===== src/rtl/lanes_deserializer_if.sv =====
// Parallel-side and serial-side bundle for the two-lane RX deserializer.
// The master modport drives the serial lanes; the slave modport is the deserializer.
interface lanes_deserializer_if #(
    parameter int WIDTH = 132
);
    logic             enable_deser;
    logic [1:0]       gen_speed;
    logic             lane_0_rx_ser;
    logic             lane_1_rx_ser;
    logic             bit_slip;
    logic [WIDTH-1:0] lane_0_rx_parallel;
    logic [WIDTH-1:0] lane_1_rx_parallel;
    logic             rx_word_valid;
    logic             descr_rst;
    logic             enable_descr;

    modport master (
        output enable_deser,
        output gen_speed,
        output lane_0_rx_ser,
        output lane_1_rx_ser,
        output bit_slip,
        input  lane_0_rx_parallel,
        input  lane_1_rx_parallel,
        input  rx_word_valid,
        input  descr_rst,
        input  enable_descr
    );

    modport slave (
        input  enable_deser,
        input  gen_speed,
        input  lane_0_rx_ser,
        input  lane_1_rx_ser,
        input  bit_slip,
        output lane_0_rx_parallel,
        output lane_1_rx_parallel,
        output rx_word_valid,
        output descr_rst,
        output enable_descr
    );
endinterface


===== src/rtl/lanes_deserializer.sv =====
// Two-lane RX deserializer: LSB-first word assembly, word length set by gen speed.
// Optional word-boundary slip is compiled in with `define RX_BIT_SLIP_EN.
//
// state   | meaning
// S_IDLE  | enable_deser low; counter and shift registers cleared, buses hold
// S_SHIFT | sampling one bit per clock on both lanes into the shared word
module lanes_deserializer #(
    parameter int WIDTH = 132
) (
    input  logic                 clk,
    input  logic                 rst,
    lanes_deserializer_if.slave  bus
);

    typedef enum logic [0:0] {
        S_IDLE  = 1'b0,
        S_SHIFT = 1'b1
    } state_t;

    state_t           r_state;
    state_t           w_state_next;

    logic [7:0]       r_cnt;
    logic [7:0]       r_n;
    logic [WIDTH-1:0] r_sh0;
    logic [WIDTH-1:0] r_sh1;
    logic [WIDTH-1:0] r_par0;
    logic [WIDTH-1:0] r_par1;
    logic             r_valid;
    logic             r_descr_rst;
    logic             r_en_descr;

    logic [7:0]       w_n_start;
    logic [7:0]       w_n_cur;
    logic [7:0]       w_idx;
    logic             w_sample;
    logic             w_complete;
    logic             w_slip;
    logic [WIDTH-1:0] w_sh0_next;
    logic [WIDTH-1:0] w_sh1_next;

    always_comb begin
        case (bus.gen_speed)
            2'b01:   w_n_start = 8'd132;
            2'b10:   w_n_start = 8'd66;
            default: w_n_start = 8'd8;
        endcase
    end

    always_ff @(posedge clk) begin
        if (rst) begin
            r_state <= S_IDLE;
        end else begin
            r_state <= w_state_next;
        end
    end

    // The IDLE->SHIFT edge already samples bit 0 using the freshly decoded length.
    always_comb begin
        w_state_next = r_state;
        w_sample     = 1'b0;
        w_complete   = 1'b0;
        w_slip       = 1'b0;
        w_idx        = r_cnt;
        w_n_cur      = r_n;
        case (r_state)
            S_IDLE: begin
                if (bus.enable_deser) begin
                    w_state_next = S_SHIFT;
                    w_sample     = 1'b1;
                    w_idx        = 8'd0;
                    w_n_cur      = w_n_start;
                end
            end
            S_SHIFT: begin
                if (!bus.enable_deser) begin
                    w_state_next = S_IDLE;
                end else begin
                    w_sample = 1'b1;
                end
            end
            default: begin
                w_state_next = S_IDLE;
            end
        endcase
        if (w_sample) begin
            w_complete = (w_idx == (w_n_cur - 8'd1));
`ifdef RX_BIT_SLIP_EN
            // A completing sample wins over a slip request.
            w_slip = (r_state == S_SHIFT) && bus.bit_slip && !w_complete;
`endif
        end
    end

`ifndef RX_BIT_SLIP_EN
    logic w_unused_bit_slip;
    assign w_unused_bit_slip = bus.bit_slip;
`endif

    // Bit 0 of a word clears the stale upper bits so bits [WIDTH-1:N] read as 0.
    always_comb begin
        w_sh0_next        = (w_idx == 8'd0) ? '0 : r_sh0;
        w_sh1_next        = (w_idx == 8'd0) ? '0 : r_sh1;
        w_sh0_next[w_idx] = bus.lane_0_rx_ser;
        w_sh1_next[w_idx] = bus.lane_1_rx_ser;
    end

    always_ff @(posedge clk) begin
        if (rst) begin
            r_cnt       <= 8'd0;
            r_n         <= 8'd8;
            r_sh0       <= '0;
            r_sh1       <= '0;
            r_par0      <= '0;
            r_par1      <= '0;
            r_valid     <= 1'b0;
            r_descr_rst <= 1'b0;
            r_en_descr  <= 1'b0;
        end else if (w_state_next == S_IDLE) begin
            r_cnt       <= 8'd0;
            r_sh0       <= '0;
            r_sh1       <= '0;
            r_valid     <= 1'b0;
            r_descr_rst <= 1'b0;
            r_en_descr  <= 1'b0;
        end else begin
            if (r_state == S_IDLE) begin
                r_n <= w_n_start;
            end
            r_valid     <= w_complete;
            r_descr_rst <= w_complete;
            if (!w_slip) begin
                r_sh0 <= w_sh0_next;
                r_sh1 <= w_sh1_next;
            end
            if (w_complete) begin
                r_par0     <= w_sh0_next;
                r_par1     <= w_sh1_next;
                r_en_descr <= 1'b1;
                r_cnt      <= 8'd0;
            end else if (!w_slip) begin
                r_cnt <= w_idx + 8'd1;
            end
        end
    end

    assign bus.lane_0_rx_parallel = r_par0;
    assign bus.lane_1_rx_parallel = r_par1;
    assign bus.rx_word_valid      = r_valid;
    assign bus.descr_rst          = r_descr_rst;
    assign bus.enable_descr       = r_en_descr;

endmodule


===== src/flat_wrapper.sv =====
// flat-port wrapper written by rule: the top's interface ports become plain ports
module lanes_deserializer_flat 
#(
    parameter int WIDTH = 132
)
  (clk, rst, bus_enable_deser, bus_gen_speed, bus_lane_0_rx_ser, bus_lane_1_rx_ser, bus_bit_slip, bus_lane_0_rx_parallel, bus_lane_1_rx_parallel, bus_rx_word_valid, bus_descr_rst, bus_enable_descr);
  lanes_deserializer_if #(.WIDTH(WIDTH)) bus_i ();
  input  logic clk;
  input  logic rst;
  input wire logic [$bits(bus_i.enable_deser)-1:0] bus_enable_deser;
  input wire logic [$bits(bus_i.gen_speed)-1:0] bus_gen_speed;
  input wire logic [$bits(bus_i.lane_0_rx_ser)-1:0] bus_lane_0_rx_ser;
  input wire logic [$bits(bus_i.lane_1_rx_ser)-1:0] bus_lane_1_rx_ser;
  input wire logic [$bits(bus_i.bit_slip)-1:0] bus_bit_slip;
  output wire logic [$bits(bus_i.lane_0_rx_parallel)-1:0] bus_lane_0_rx_parallel;
  output wire logic [$bits(bus_i.lane_1_rx_parallel)-1:0] bus_lane_1_rx_parallel;
  output wire logic [$bits(bus_i.rx_word_valid)-1:0] bus_rx_word_valid;
  output wire logic [$bits(bus_i.descr_rst)-1:0] bus_descr_rst;
  output wire logic [$bits(bus_i.enable_descr)-1:0] bus_enable_descr;
  assign bus_i.enable_deser = bus_enable_deser;
  assign bus_i.gen_speed = bus_gen_speed;
  assign bus_i.lane_0_rx_ser = bus_lane_0_rx_ser;
  assign bus_i.lane_1_rx_ser = bus_lane_1_rx_ser;
  assign bus_i.bit_slip = bus_bit_slip;
  assign bus_lane_0_rx_parallel = bus_i.lane_0_rx_parallel;
  assign bus_lane_1_rx_parallel = bus_i.lane_1_rx_parallel;
  assign bus_rx_word_valid = bus_i.rx_word_valid;
  assign bus_descr_rst = bus_i.descr_rst;
  assign bus_enable_descr = bus_i.enable_descr;
  lanes_deserializer #(.WIDTH(WIDTH)) u_core (.clk(clk), .rst(rst), .bus(bus_i));
endmodule

===== config.mk =====
export PLATFORM = sky130hd
export DESIGN_NAME = lanes_deserializer_flat
export DESIGN_NICKNAME = d
export VERILOG_FILES = /design/src/rtl/lanes_deserializer_if.sv /design/src/rtl/lanes_deserializer.sv /design/src/flat_wrapper.sv
export SDC_FILE = /design/constraint.sdc
export NUM_CORES = 1
export LEC_CHECK = 0
export ABC_AREA = 1
export BUFFER_PORTS_ARGS = -buffer_cell sky130_fd_sc_hd__buf_4
export CORE_MARGIN = 3
export CORE_UTILIZATION = 40
export CTS_BUF_LIST = sky130_fd_sc_hd__clkbuf_8
export DETAILED_ROUTE_END_ITERATION = 8
export SLEW_MARGIN = 5
export SYNTH_ARGS = -nofsm -noshare
export SYNTH_HDL_FRONTEND = slang
export SYNTH_SLANG_ARGS = --single-unit

===== constraint.sdc =====
create_clock -name clk -period 3.1 [get_ports clk]
set_input_delay 0.155 -clock clk [delete_from_list [all_inputs] [get_ports clk]]
set_output_delay 0.155 -clock clk [all_outputs]
set_load 0.05 [all_outputs]

# After elaboration in Yosys (flattened, before gate mapping)
# Index checks and enable logic that the tools add are counted.
[totals]
wordCells = 37
output_inout_bits = 267
regBits = 547
[classes]
n_bitwise = 2
add_sub_neg = 2
n_lt_le_gt_ge = 2
muxes = 13
n_eq_ne = 3
reduce_logical = 6
[op_table]
columns = ["operator", "count"]
rows = [
  ["132-bit bitwise mux", 2],
  ["132-bit 2-to-1 mux", 2],
  ["8-bit 2-to-1 mux", 4],
  ["8-bit one-hot mux with 2 select lines", 1],
  ["8-bit by 9-bit < comparator with 1-bit output (second input constant)", 1],
  ["8-bit by 1-bit adder with 8-bit output (second input constant)", 1],
  ["1-bit demux with 8-bit select", 1],
  ["8-bit == test", 1],
  ["8-bit by 1-bit greater-or-equal comparator with 1-bit output (second input constant)", 1],
  ["8-bit zero test", 1],
  ["8-bit by 1-bit subtractor with 8-bit output (second input constant)", 1],
  ["2-bit AND reduction", 2],
  ["1-bit 2-to-1 mux", 3],
  ["3-bit OR reduction", 1],
  ["2-bit by 1-bit == test with 1-bit output (second input constant)", 1],
  ["2-bit == test (second input constant)", 1],
  ["1-bit inverter", 2],
  ["2-bit OR reduction", 1],
  ["1-bit logical AND", 1],
]

# Depth between registers and ports, before layout
[logic_depth]
ltp_word = 8
ltp_mapped = 18

# Least setup slack after synthesis
# No wires, ideal clock.
[synth_timing]
path_kind = "register to register"
startpoint = "register u_core.r_state"
endpoint = "register u_core.r_par0[0] (netlist: u_core.bus.lane_0_rx_parallel[0])"
setup_time_ns = 0.114
arrival_ns = 2.120
n_path_buf = 2
path_stages_with_launch = 17
required_ns = 2.986
period_less_slack_ns = 2.234
path_slack_ns = 0.866
cell_sequence = "dfxtp_1 inv_2 nand2_4 nand2_1 nand2_2 ha_1 ha_1 nand2_2 nand2_2 nor2_4 nand3_1 nor2_4 buf_6 buf_6 nand3_1 nand2_1 nor2_1"
[synth_between]
elab_chain_len = 6
[synth_rtl]
columns = ["element", "line", "text"]
rows = [
  ["start: declaration", "lanes_deserializer.sv:20", "state_t r_state;"],
  ["start signal: assignment", "lanes_deserializer.sv:54", "r_state <= w_state_next;"],
  ["8-bit 2-to-1 mux", "lanes_deserializer.sv:66", "case (r_state)"],
  ["8-bit by 9-bit < comparator with 1-bit output (not written as such) / 8-bit by 1-bit greater-or-equal comparator with 1-bit output (equally long branches)", "lanes_deserializer.sv:104", "w_sh0_next[w_idx] = bus.lane_0_rx_ser;"],
  ["1-bit logical AND (not written as such)", "lanes_deserializer.sv:104", ""],
  ["1-bit 2-to-1 mux (not written as such)", "lanes_deserializer.sv:104", ""],
  ["1-bit demux with 8-bit select", "--", ""],
  ["132-bit bitwise mux", "lanes_deserializer.sv:104", ""],
  ["end signal: assignment", "lanes_deserializer.sv:137", "r_par0 <= w_sh0_next;"],
  ["end: declaration", "lanes_deserializer.sv:27", "logic [WIDTH-1:0] r_par0;"],
]
# Several ways; a longest one is shown, not always the timed one.
# A chain may end at the register's enable or synchronous reset.

# Worst setup path after layout
[layout_timing]
startpoint = "register u_core.r_state"
endpoint = "register u_core.r_par0[43] (netlist: u_core.bus.lane_0_rx_parallel[43])"
# Same word-level chain as after synthesis.

==> impl_metrics.yaml <==
detailed_routing:
  drt-vias-per-instance: 4.69
  first_pass_iters: 5
  vias: 21323
  wl_per_cell_um: 15.2
  finalWirelength_mm: 69.0
  drtIter0Drc: 1328
  drc: 0
  ant_nets: 0
timing:
  finalMaxSlewViolations: 0
  max-slew-margin-rel_pct: 35.8
  worstMarginPinSlew_ns: 0.964
  rsz0062_at_grt: "false"
  finalHoldViolCount: 0
  finClkSkew_ns: 0.0275
  timing.fmax_ghz: 0.352
  setup_ws_ns: 0.257
  fin_crit_ns: 2.84
  setup_viol: 0
  fin_setup_tns_ns: 0
  period_share_pct: 91.7
min_path:
  min_from: "bus_lane_0_rx_ser"
  holdPathEnd: "u_core.r_sh0[117]"
  hold_depth: 5
  hp-class: "input port to register"
critical_path:
  critPathMaxFanout: 20
  arrival_ns: 3.42
  worstRegToRegCells: 14
  rr_startpoint: "u_core.r_state"
  reg2reg_to: "u_core.bus.lane_0_rx_parallel[43]"
  crit_type: "register to register"
  crit_required_ns: 3.68
  setup.worst_path.end_class: "register"
  r2r_slack_ns: 0.26
  cp-start-kind: "register"
grt:
  grt_antenna_before_repair: 1
  grt_max_degree: 148
  grt_overflow: 0
  grt_pass1_wl_mm: 107
  grtUsageTotal_pct: 22.0
  grt_pass1_vias: 19327
pwr:
  pwr-share-seq_pct: 48.2
  switching_power_mw: 3.61
  intPower_mw: 10.9
  p_leak_nw: 11.6
  max-vdd-ir-drop_mv: 0.287
  p_sw_share_pct: 24.9
  clkPwrFrac_pct: 46.0
  p_per_area_nw_per_um2: 518
  pwr-share-comb_pct: 5.8
placed_design:
  io_buffers: 273
  place_congestion: 0.789
  place_area_um2: 26000
  hpwl_mm: 43.4
  pre_cts_slack_ns: 0.309
clocking:
  clock_sinks: 542
  cts_setup_buffers: 0
  cts_buffer_depth: 3
  htree_num_levels: 3
  cts_inserted_buffers: 95
  path_clk_slew_ns: 0.06
  clkLatencyLatePin_ns: 0.69
  cts_tree: "done"
  clock-root-buffer: "clkbuf_8"
synthesis:
  ys_async_sr_fraction_pct: 0
  synth_top_cell_area_share_pct: 46.2
  synth_edf_count: 0
  synthFlopType: "dfxtp_1"
  syn-num-nets: 3490
  ys_ff_latch: 542
  synthesis.area_um2: 23500
  synth-seq-area-share_pct: 46.2
  ys_warn_count: 0
  syn_inst: 3474
  synth_area_leaders: "dfxtp_1 46%, nor2_1 19%, nand2_1 9.3%"
  ys_types: 29
  avgSynthCellArea_um2: 6.76
  synth_area_leader_cell: "dfxtp_1"
floorplanning:
  rows: 88
  ios: 275
  fp.dieW_um: 248
  core_um2: 57900
  die_area_um2: 61700
  fp.dieH_um: 248
  start_util_pct: 40.6
layout:
  nets: 3724
  fin_area_um2: 28000
  final_common_cell: "nor2_1"
  final_cell_mix: "1173 x nor2_1, 581 x nand2_1, 542 x dfxtp_1, 356 x nand3_1, 340 x inv_1"
  syn_to_final_growth_pct: 19.1
  fillCellCount: 6144
  drive_gt1_share_pct: 14.5
run:
  cap_violations: 0
status:
  status: "finished clean"
state kept, by name, summed over array words and instances, names as in the netlist:
name                           cells
u_core.r_sh1                     132
u_core.r_state                     1
u_core.r_n                         3
u_core.bus.lane_1_rx_parallel    132
u_core.r_sh0                     132
u_core.bus.enable_descr            1
u_core.r_cnt                       8
u_core.bus.rx_word_valid           1
u_core.bus.lane_0_rx_parallel    132
power by group through the flow:
stage / clock, mW / combinational [mW] / sequential [mW]
2_1_floorplan: 0 / 0.573 / 7.15
3_3_place_gp: 0 / 0.827 / 7.14
3_5_place_dp: 0 / 0.828 / 7.14
4_1_cts: 6.84 / 0.836 / 6.98
5_1_grt: 7.17 / 0.908 / 6.98
6_report: 6.66 / 0.834 / 6.99
worst max-delay path, stage by stage, from the launching register on:
cell and delay, ns:
dfxtp_1 0.35, inv_2 0.07, nand2_4 0.07, buf_4 0.27, nand2_1 0.16, inv_1 0.15
ha_1 0.19, inv_1 0.12, nor2_2 0.40, buf_4 0.23, nand2_1 0.10, a21oi_1 0.35
nand3_1 0.13, nand2_1 0.09, nor2_1 0.05
worst max path at each step:
stage | from | to | slack [ns] | depth (start not counted)
2_1_floorplan | u_core.r_state | u_core.bus.lane_0_rx_parallel[0] | 0.87 | 16
3_3_place_gp | u_core.r_state | u_core.bus.lane_0_rx_parallel[43] | 0.33 | 14
3_5_place_dp | u_core.r_state | u_core.bus.lane_0_rx_parallel[43] | 0.31 | 14
4_1_cts | u_core.r_state | u_core.bus.lane_0_rx_parallel[43] | 0.29 | 14
5_1_grt | u_core.r_state | u_core.bus.lane_0_rx_parallel[43] | 0.10 | 14
6_report | u_core.r_state | u_core.bus.lane_0_rx_parallel[43] | 0.26 | 14
metal layers:
metal | track usage (%) | routed length [um]
met1 | 30.4 | 32000
met2 | 34.3 | 30900
met3 | 4.35 | 4310
met4 | 7.59 | 1840
met5 | 0 | 13
repair_timing:
action,4_1_cts,5_1_grt
resized for setup,0,0
endpoints found under the setup margin,0,0
hold buffers,5,0
hold endpoints to repair,7,0
cell usage after synthesis (3+ instances only):
library cell and instances:
a21oi_1 188, buf_6 55, nor2_4 5, xor2_1 5, nand3_1 356, nor2_2 25, dfxtp_1 542, buf_1 31
inv_1 312, nor2_1 1184, clkinv_1 26, nand2_2 9, nand2_4 3, buf_4 27, ha_1 8, buf_8 5
buf_2 35, clkbuf_1 58, o21ai_0 3, nand2_1 581, inv_2 3, o21ai_2 4
per-stage QoR:
step	hold WS, ns	instances	power (mW)	util (%)
floorplan	0.227	3474	7.73	-
global placement	0.418	4371	7.96	44.9
detailed placement	0.418	4371	7.96	44.9
CTS	0.00740	4542	14.7	48.3
global route	0.0631	4542	15.1	48.3
finish	0.0542	4545	14.5	48.3
cells by family after synthesis:
family | count (synthesis) | synth area share [%]
buf+inv | 553 | 11.5
flops | 542 | 46.2
simple gates | 2170 | 37.4
fa+ha+maj | 8 | 0.426
xor+xnor | 5 | 0.186
compound gates | 196 | 4.24
cell type report:
cell class	count	area [um^2]	share of cell area [%]
clock buffer	123	1690	6.05
multi-input combinational	2379	9970	35.6
timing repair buffer	349	2960	10.6
tap	765	957	3.42
inverter	341	1300	4.65
clock inverter	43	238	0.850
sequential	542	10900	38.8
antenna	3	7.51	0.0268
No activity file was read; power rests on OpenSTA's default activity.
